--- src/rtl/alu_op_sequencer.sv ---
// Sequencer for a combinational ALU: latches one operand pair and sweeps ALU_Sel from 0 to Sel_Last.
// Each result is presented on a valid/ready channel. Define ALU_SEQ_CHKSUM_EN to add the Chk_Sum output.
module alu_op_sequencer #(
  parameter int DATA_WID   = 4,
  parameter int SEL_WID    = 4,
  parameter int SETTLE_CYC = 1
) (
  input  logic                clk,
  input  logic                rst_n,
  input  logic                Start,
  input  logic                Abort,
  input  logic [DATA_WID-1:0] A_In,
  input  logic [DATA_WID-1:0] B_In,
  input  logic [SEL_WID-1:0]  Sel_Last,
  output logic [DATA_WID-1:0] A,
  output logic [DATA_WID-1:0] B,
  output logic [SEL_WID-1:0]  ALU_Sel,
  input  logic [DATA_WID-1:0] ALU_Output,
  output logic                Res_Valid,
  input  logic                Res_Ready,
  output logic [DATA_WID-1:0] Res_Data,
  output logic [SEL_WID-1:0]  Res_Sel,
  output logic                Res_Last,
`ifdef ALU_SEQ_CHKSUM_EN
  output logic [DATA_WID-1:0] Chk_Sum,
`endif
  output logic                Busy,
  output logic                Done
);

  typedef enum logic [1:0] {
    IDLE    = 2'd0,
    SETTLE  = 2'd1,
    PRESENT = 2'd2,
    DONE    = 2'd3
  } state_t;

  localparam logic [3:0] CNT_RELOAD = 4'(SETTLE_CYC - 1);

  state_t              state_q, state_d;
  logic [DATA_WID-1:0] a_q, a_d, b_q, b_d;
  logic [SEL_WID-1:0]  sel_q, sel_d, sel_last_q, sel_last_d;
  logic [3:0]          cnt_q, cnt_d;
  logic                res_valid_q, res_valid_d;
  logic [DATA_WID-1:0] res_data_q, res_data_d;
  logic [SEL_WID-1:0]  res_sel_q, res_sel_d;
  logic                res_last_q, res_last_d;
  logic [DATA_WID-1:0] chk_q, chk_d;
  logic                handshake;

  assign handshake = res_valid_q && Res_Ready;

  always_comb begin
    state_d     = state_q;
    a_d         = a_q;
    b_d         = b_q;
    sel_d       = sel_q;
    sel_last_d  = sel_last_q;
    cnt_d       = cnt_q;
    res_valid_d = res_valid_q;
    res_data_d  = res_data_q;
    res_sel_d   = res_sel_q;
    res_last_d  = res_last_q;
    chk_d       = chk_q;
    case (state_q)
      IDLE: begin
        if (Start) begin
          a_d        = A_In;
          b_d        = B_In;
          sel_last_d = Sel_Last;
          sel_d      = '0;
          cnt_d      = CNT_RELOAD;
          chk_d      = '0;
          state_d    = SETTLE;
        end
      end
      SETTLE: begin
        if (Abort) begin
          res_valid_d = 1'b0;
          state_d     = IDLE;
        end else if (cnt_q == 4'd0) begin
          res_data_d  = ALU_Output;
          res_sel_d   = sel_q;
          res_last_d  = (sel_q == sel_last_q);
          res_valid_d = 1'b1;
          state_d     = PRESENT;
        end else begin
          cnt_d = cnt_q - 4'd1;
        end
      end
      PRESENT: begin
        // A handshake coinciding with Abort is still consumed (and folded into the checksum).
        if (handshake) begin
          res_valid_d = 1'b0;
          chk_d       = chk_q ^ res_data_q;
          if (Abort) begin
            state_d = IDLE;
          end else if (res_last_q) begin
            state_d = DONE;
          end else begin
            sel_d   = sel_q + 1'b1;
            cnt_d   = CNT_RELOAD;
            state_d = SETTLE;
          end
        end else if (Abort) begin
          res_valid_d = 1'b0;
          state_d     = IDLE;
        end
      end
      DONE: state_d = IDLE;
      default: state_d = IDLE;
    endcase
  end

  always_ff @(posedge clk or negedge rst_n) begin
    if (!rst_n) begin
      state_q     <= IDLE;
      a_q         <= '0;
      b_q         <= '0;
      sel_q       <= '0;
      sel_last_q  <= '0;
      cnt_q       <= '0;
      res_valid_q <= 1'b0;
      res_data_q  <= '0;
      res_sel_q   <= '0;
      res_last_q  <= 1'b0;
      chk_q       <= '0;
    end else begin
      state_q     <= state_d;
      a_q         <= a_d;
      b_q         <= b_d;
      sel_q       <= sel_d;
      sel_last_q  <= sel_last_d;
      cnt_q       <= cnt_d;
      res_valid_q <= res_valid_d;
      res_data_q  <= res_data_d;
      res_sel_q   <= res_sel_d;
      res_last_q  <= res_last_d;
      chk_q       <= chk_d;
    end
  end

  assign A         = a_q;
  assign B         = b_q;
  assign ALU_Sel   = sel_q;
  assign Res_Valid = res_valid_q;
  assign Res_Data  = res_data_q;
  assign Res_Sel   = res_sel_q;
  assign Res_Last  = res_last_q;
  assign Busy      = (state_q != IDLE);
  assign Done      = (state_q == DONE);
`ifdef ALU_SEQ_CHKSUM_EN
  assign Chk_Sum   = chk_q;
`else
  logic unused_chk;
  assign unused_chk = ^chk_q;
`endif

endmodule

--- config.mk ---
export PLATFORM = sky130hd
export DESIGN_NAME = alu_op_sequencer
export DESIGN_NICKNAME = d
export VERILOG_FILES = /design/src/rtl/alu_op_sequencer.sv
export SDC_FILE = /design/constraint.sdc
export NUM_CORES = 1
export LEC_CHECK = 0
export CORE_MARGIN = 1
export CORE_UTILIZATION = 31
export CTS_CLUSTER_SIZE = 16
export DETAILED_ROUTE_END_ITERATION = 8
export PLACE_DENSITY_LB_ADDON = 0.15
export REMOVE_ABC_BUFFERS = 1
export SYNTH_ARGS = -nofsm -noshare
export SYNTH_HDL_FRONTEND = slang
export SYNTH_SLANG_ARGS = --single-unit
export TNS_END_PERCENT = 100
--- constraint.sdc ---
create_clock -name clk -period 1.5 [get_ports clk]
set_input_delay 0.15 -clock clk [delete_from_list [all_inputs] [get_ports clk]]
set_output_delay 0.15 -clock clk [all_outputs]
set_load 0.1 [all_outputs]
* Word level (Yosys, flattened, before mapping)
Cells that the tools add are included.
Word-level totals: register bits after elaboration 32, input port bits 21, output and inout bits 24, logic and storage cells 62
Cells by class: $add $sub $neg 2, equality and inequality tests 12, multiplexer cells 24, bitwise operators 1, reduce and logical (&&, ||, !) cells 13
Operators with widths (count):
- 4-bit 2-to-1 mux | 9
- 2-bit 2-to-1 mux | 7
- 2-bit inequality test, second input constant | 6
- 4-bit one-hot mux with 3 select lines | 1
- 3-bit AND reduction | 3
- 2-bit one-hot mux with 4 select lines | 1
- 4-bit one-hot mux with 2 select lines | 1
- 7-bit AND reduction | 1
- 3-bit inequality test, second input constant | 2
- 2-bit nonzero test | 3
- 5-bit AND reduction | 1
- 4-bit by 1-bit adder with 4-bit output, second input constant | 1
- 2-bit == test, second input constant | 2
- 4-bit == test | 1
- 4-bit zero test | 1
- 1-bit 2-to-1 mux | 4
- 4-bit by 1-bit subtractor with 4-bit output, second input constant | 1
- 3-bit nonzero test | 1
- 2-bit by 1-bit == test with 1-bit output, second input constant | 1
- 2-bit zero test | 1
- 1-bit one-hot mux with 2 select lines | 1
- 2-bit AND reduction | 1
- 1-bit logical AND | 1
- 1-bit NOT | 1

* Longest topological paths before layout
Gate-level depths: netlist of the first run.
depth after elaboration 5, depth in mapped cells 6

* Least setup slack after synthesis of the first run
OpenSTA, ideal clock, no wires.
kind reg-to-reg, from reg state_q[1], to reg a_q[0], in the netlist A[0], setup time 125 ps, arrival 1811 ps, path slack -436 ps, stages on the path, launching flop included 5, path buffers 1, clock period less this slack 1936 ps, path through dfrtp_1 or2_1 nor2_2 buf_6 mux2_2
Between the ends: cells in the longest elaborated chain, start to end 2
RTL lines:
- start, declared | line 40 | state_t state_q, state_d;
- start signal, assigned | line 129 | state_q <= state_d;
- 2-bit zero test | line 65 | case (state_q)
- 2-bit AND reduction (no line)
- end signal, assigned | line 118 | a_q <= '0;
- end signal, assigned | line 130 | a_q <= a_d;
- end, declared | line 41 | logic [DATA_WID-1:0] a_q, a_d, b_q, b_d;
No other way between the ends. A chain may end at the register's enable or synchronous reset.

* Worst setup path in the final report of the first run
from reg cnt_q[1], to reg res_sel_q[3], in the netlist Res_Sel[3]
Between the ends: cells in the longest elaborated chain, start to end 2
RTL lines:
- start, declared | line 43 | logic [3:0] cnt_q, cnt_d;
- start signal, assigned | line 134 | cnt_q <= cnt_d;
- 4-bit zero test | line 81 | end else if (cnt_q == 4'd0) begin
- 3-bit AND reduction (no line)
- end signal, assigned | line 137 | res_sel_q <= res_sel_d;
- end, declared | line 46 | logic [SEL_WID-1:0] res_sel_q, res_sel_d;
No other way between the ends.

==> summary.txt, run 1 <==
Run status
  – Status: complete, but fails checks
  – Violated checks: negative setup slack

Finish
  – Finished Cell Area: 2580 µm²
  – # fillers: 415
  – Area growth, synth to finish: 68.2%
  – Nets: 218
  – Layout cells sized above 1: 43.1%
  – # diodes: 0
  – Multi-input logic area: 721 µm²
  – Register Area: 801 µm²

Yosys
  – Top area cells in the synthesized netlist: dfrtp_1, mux2_2, xnor2_1, nand2_1, ha_1
  – Share of the synthesized area in the top cell type: 52.1%
  – Most common library cells after synthesis: dfrtp_1, mux2_2, nand2_1
  – Ys Warns: 0
  – Post-synth ARST share: 100%
  – Top-count cell post-synth: dfrtp_1
  – Syn Area/Cell: 12.2 µm²
  – Register area share after synthesis: 52.1%
  – Leading area contributor after synthesis: dfrtp_1
  – Synthesized area: 1540 µm²
  – Post-synthesis cell count: 126
  – Post-synth EDFFs: 0
  – Number of distinct library cells after synthesis: 34
  – Main synth FF type: dfrtp_1
  – Synth Register Bits: 32

Worst setup path
  – CP max FO: 10
  – Crit-path slowest cell: dfrtp_1
  – Delay-heaviest family, CP: simple AND/OR/NAND/NOR gates
  – Max incr delay on CP: 0.39 ns
  – CP cell instances: inv_2, ha_4, nor3b_4, nand3_4, mux2_2
  – Setup CP Type: register to register
  – CP required: 1.67 ns
  – WP data arrival: 1.70 ns
  – Crit end category: register
  – Startpoint Class: register
  – CP Buf/Inv Count: 1

Detailed routing
  – DRC viols: 0
  – Routed WL: 3850 µm
  – Per-cell routed wire length: 14.7 µm
  – Vias/cell: 4.81
  – Routed vias: 1261
  – Final ANT Viol Nets: 0
  – Iteration-0 DRC Markers: 112
  – First-pass DRT Iterations: 4

Place
  – DP Area: 2420 µm²
  – Buffers on Ports: 44
  – Placer congestion estimate: 0.770
  – Final HPWL DP: 2800 µm

Floorplanning
  – Die height: 72.4 µm
  – Area of the core: 4750 µm²
  – Initial Utilization: 32.3%
  – Die width: 72.4 µm
  – Number of top-level pins: 45
  – Site Rows: 25
  – Die area: 5240 µm²

Clock tree
  – Maximum clock path buffer count: 2
  – Root Buffer: clkbuf_8
  – Clk_lat worst skew: 0.28 ns
  – Worst-path clk slew: 0.07 ns
  – TritonCTS clock tree: built
  – Clock Sinks: 32
  – # H-tree levels: 2
  – Num CTS Buffers: 5

Global route
  – Initial antenna violation count: 0
  – GRT Util Overall: 16.5%
  – Overflow after GRT: 0
  – Number of global-route vias before repair: 1347
  – Largest net degree at the start of global routing: 33
  – First-pass GRT wire length: 6460 µm

Timing
  – Peak Freq: 650 MHz
  – Endpoints failing hold: 0
  – Setup ws final: -0.0377 ns
  – Final setup fails: 9
  – Final min period: 1.54 ns
  – Period Utilization, post-route: 103%
  – RSZ-0062 raised after global routing: yes
  – Worst-Margin Slew: 0.423 ns
  – Hold_ws: 0.274 ns
  – Pins Over Slew Limit: 0
  – Max_slew headroom: 71.8%
  – Clock Skew: 0.00270 ns

Hold path
  – Class of the worst hold path: input pin to asynchronous set/reset pin

Flow run
  – Max cap viols: 0
==> cell usage in the layout, fill, tap and decap left out, drive strengths merged <==
master / instances
nand4: 2
o21ai: 5
nand4b: 1
o311ai: 2
a22oi: 1
dfrtp: 32
o22a: 1
a21o: 2
inv: 5
o32ai: 1
or2: 1
o22ai: 1
nand3: 3
mux2: 22
clkdlybuf4s50: 20
o211ai: 1
ha: 3
a22o: 1
and4bb: 2
mux2i: 2
and2: 1
nor2: 6
o31ai: 1
nor3: 5
xnor2: 5
a21oi: 4
buf: 45
nand2: 11
nor3b: 1
clkbuf: 8
==> through the flow <==
| step | TNS [ns] | worst slack, ns | std cells | utilization [%] |
|---|---|---|---|---|
| global route | -1.00 | -0.0985 | 262 | 54.4 |
| global placement | -0.0753 | -0.0160 | 250 | 51.0 |
| finish | -0.290 | -0.0377 | 262 | 54.4 |
| CTS | -0.144 | -0.0298 | 263 | 54.4 |
| floorplan | -10.65 | -0.658 | 122 | - |
| detailed placement | -0.584 | -0.0968 | 250 | 51.0 |
==> repair_timing <==
item | in CTS | in global routing
resized for setup | 8 | 2
pin swaps | 2 | 2
buffers inserted | 5 | 0
hold buffers | 0 | 0
setup endpoints to repair | 12 | 15
==> routing by layer <==
metal | GRT usage [%] | vias up | part of all wire (%)
met5 | 0 | - | 0
met4 | 6.97 | 0 | 1.4
met3 | 6.67 | 6 | 7.3
met2 | 26.8 | 43 | 51
met1 | 19.2 | 625 | 40
li1 | - | 587 | -
==> registers in the layout, summed over array words and instances (netlist names) <==
| name | cells |
|---|---|
| state_q | 2 |
| cnt_q | 4 |
| Res_Last | 1 |
| Res_Data | 4 |
| Res_Valid | 1 |
| B | 4 |
| Res_Sel | 4 |
| sel_last_q | 4 |
| A | 4 |
| ALU_Sel | 4 |
==> layout make-up <==
cell class / instances / area share, %
timing repair buffer: 65 / 33.7
sequential: 32 / 31.0
multi-input combinational: 85 / 27.9
clock buffer: 8 / 3.48
tap: 67 / 3.24
inverter: 5 / 0.726
==> final timing paths <==
check	start	to	slack, ns	cells past startpoint
max	cnt_q[1]	Res_Sel[3]	-0.04	5
min	rst_n	ALU_Sel[1]	0.27	2
max reg2reg	cnt_q[1]	Res_Sel[3]	-0.04	5
min reg2reg	sel_last_q[1]	sel_last_q[1]	0.53	1
max in group asynchronous	rst_n	cnt_q[0]	0.92	2
min in group clk	Sel_Last[2]	sel_last_q[2]	0.47	2
==> cell families (layout without fill, tap and decap cells) <==
family / count (synthesis) / count (layout) / synth area share, %
and+or+nand+nor: 33 / 33 / 13.4
DFF: 32 / 32 / 52.1
muxes: 24 / 24 / 17.4
AOI/OAI and AO/OA: 20 / 20 / 8.63
buffers and inverters: 9 / 78 / 3.18
xor gates and xnor gates: 5 / 5 / 2.85
adders and majority gates: 3 / 3 / 2.44
==> worst reg2reg max path: cells and delay by family, from the launching register on <==
kind                       cells  cell delay [ns]
and+or+nand+nor                2             0.50
buffers and inverters          1             0.09
adders and majority gates      1             0.14
DFF                            1             0.39
muxes                          1             0.32
Power of run 1 is left out: the tool's default activity adds up to more than one toggle a clock period on the data nets, which glitch-free logic cannot reach.
==> run 2, diff against run 1 <==
Settings changed: CTS_CLUSTER_DIAMETER set to 40, CTS_CLUSTER_SIZE 16 to unset.
==> results of run 2 <==
Final layout, timing and power as in run 1 (identical DEF).
Power of run 2 is left out for the same reason.
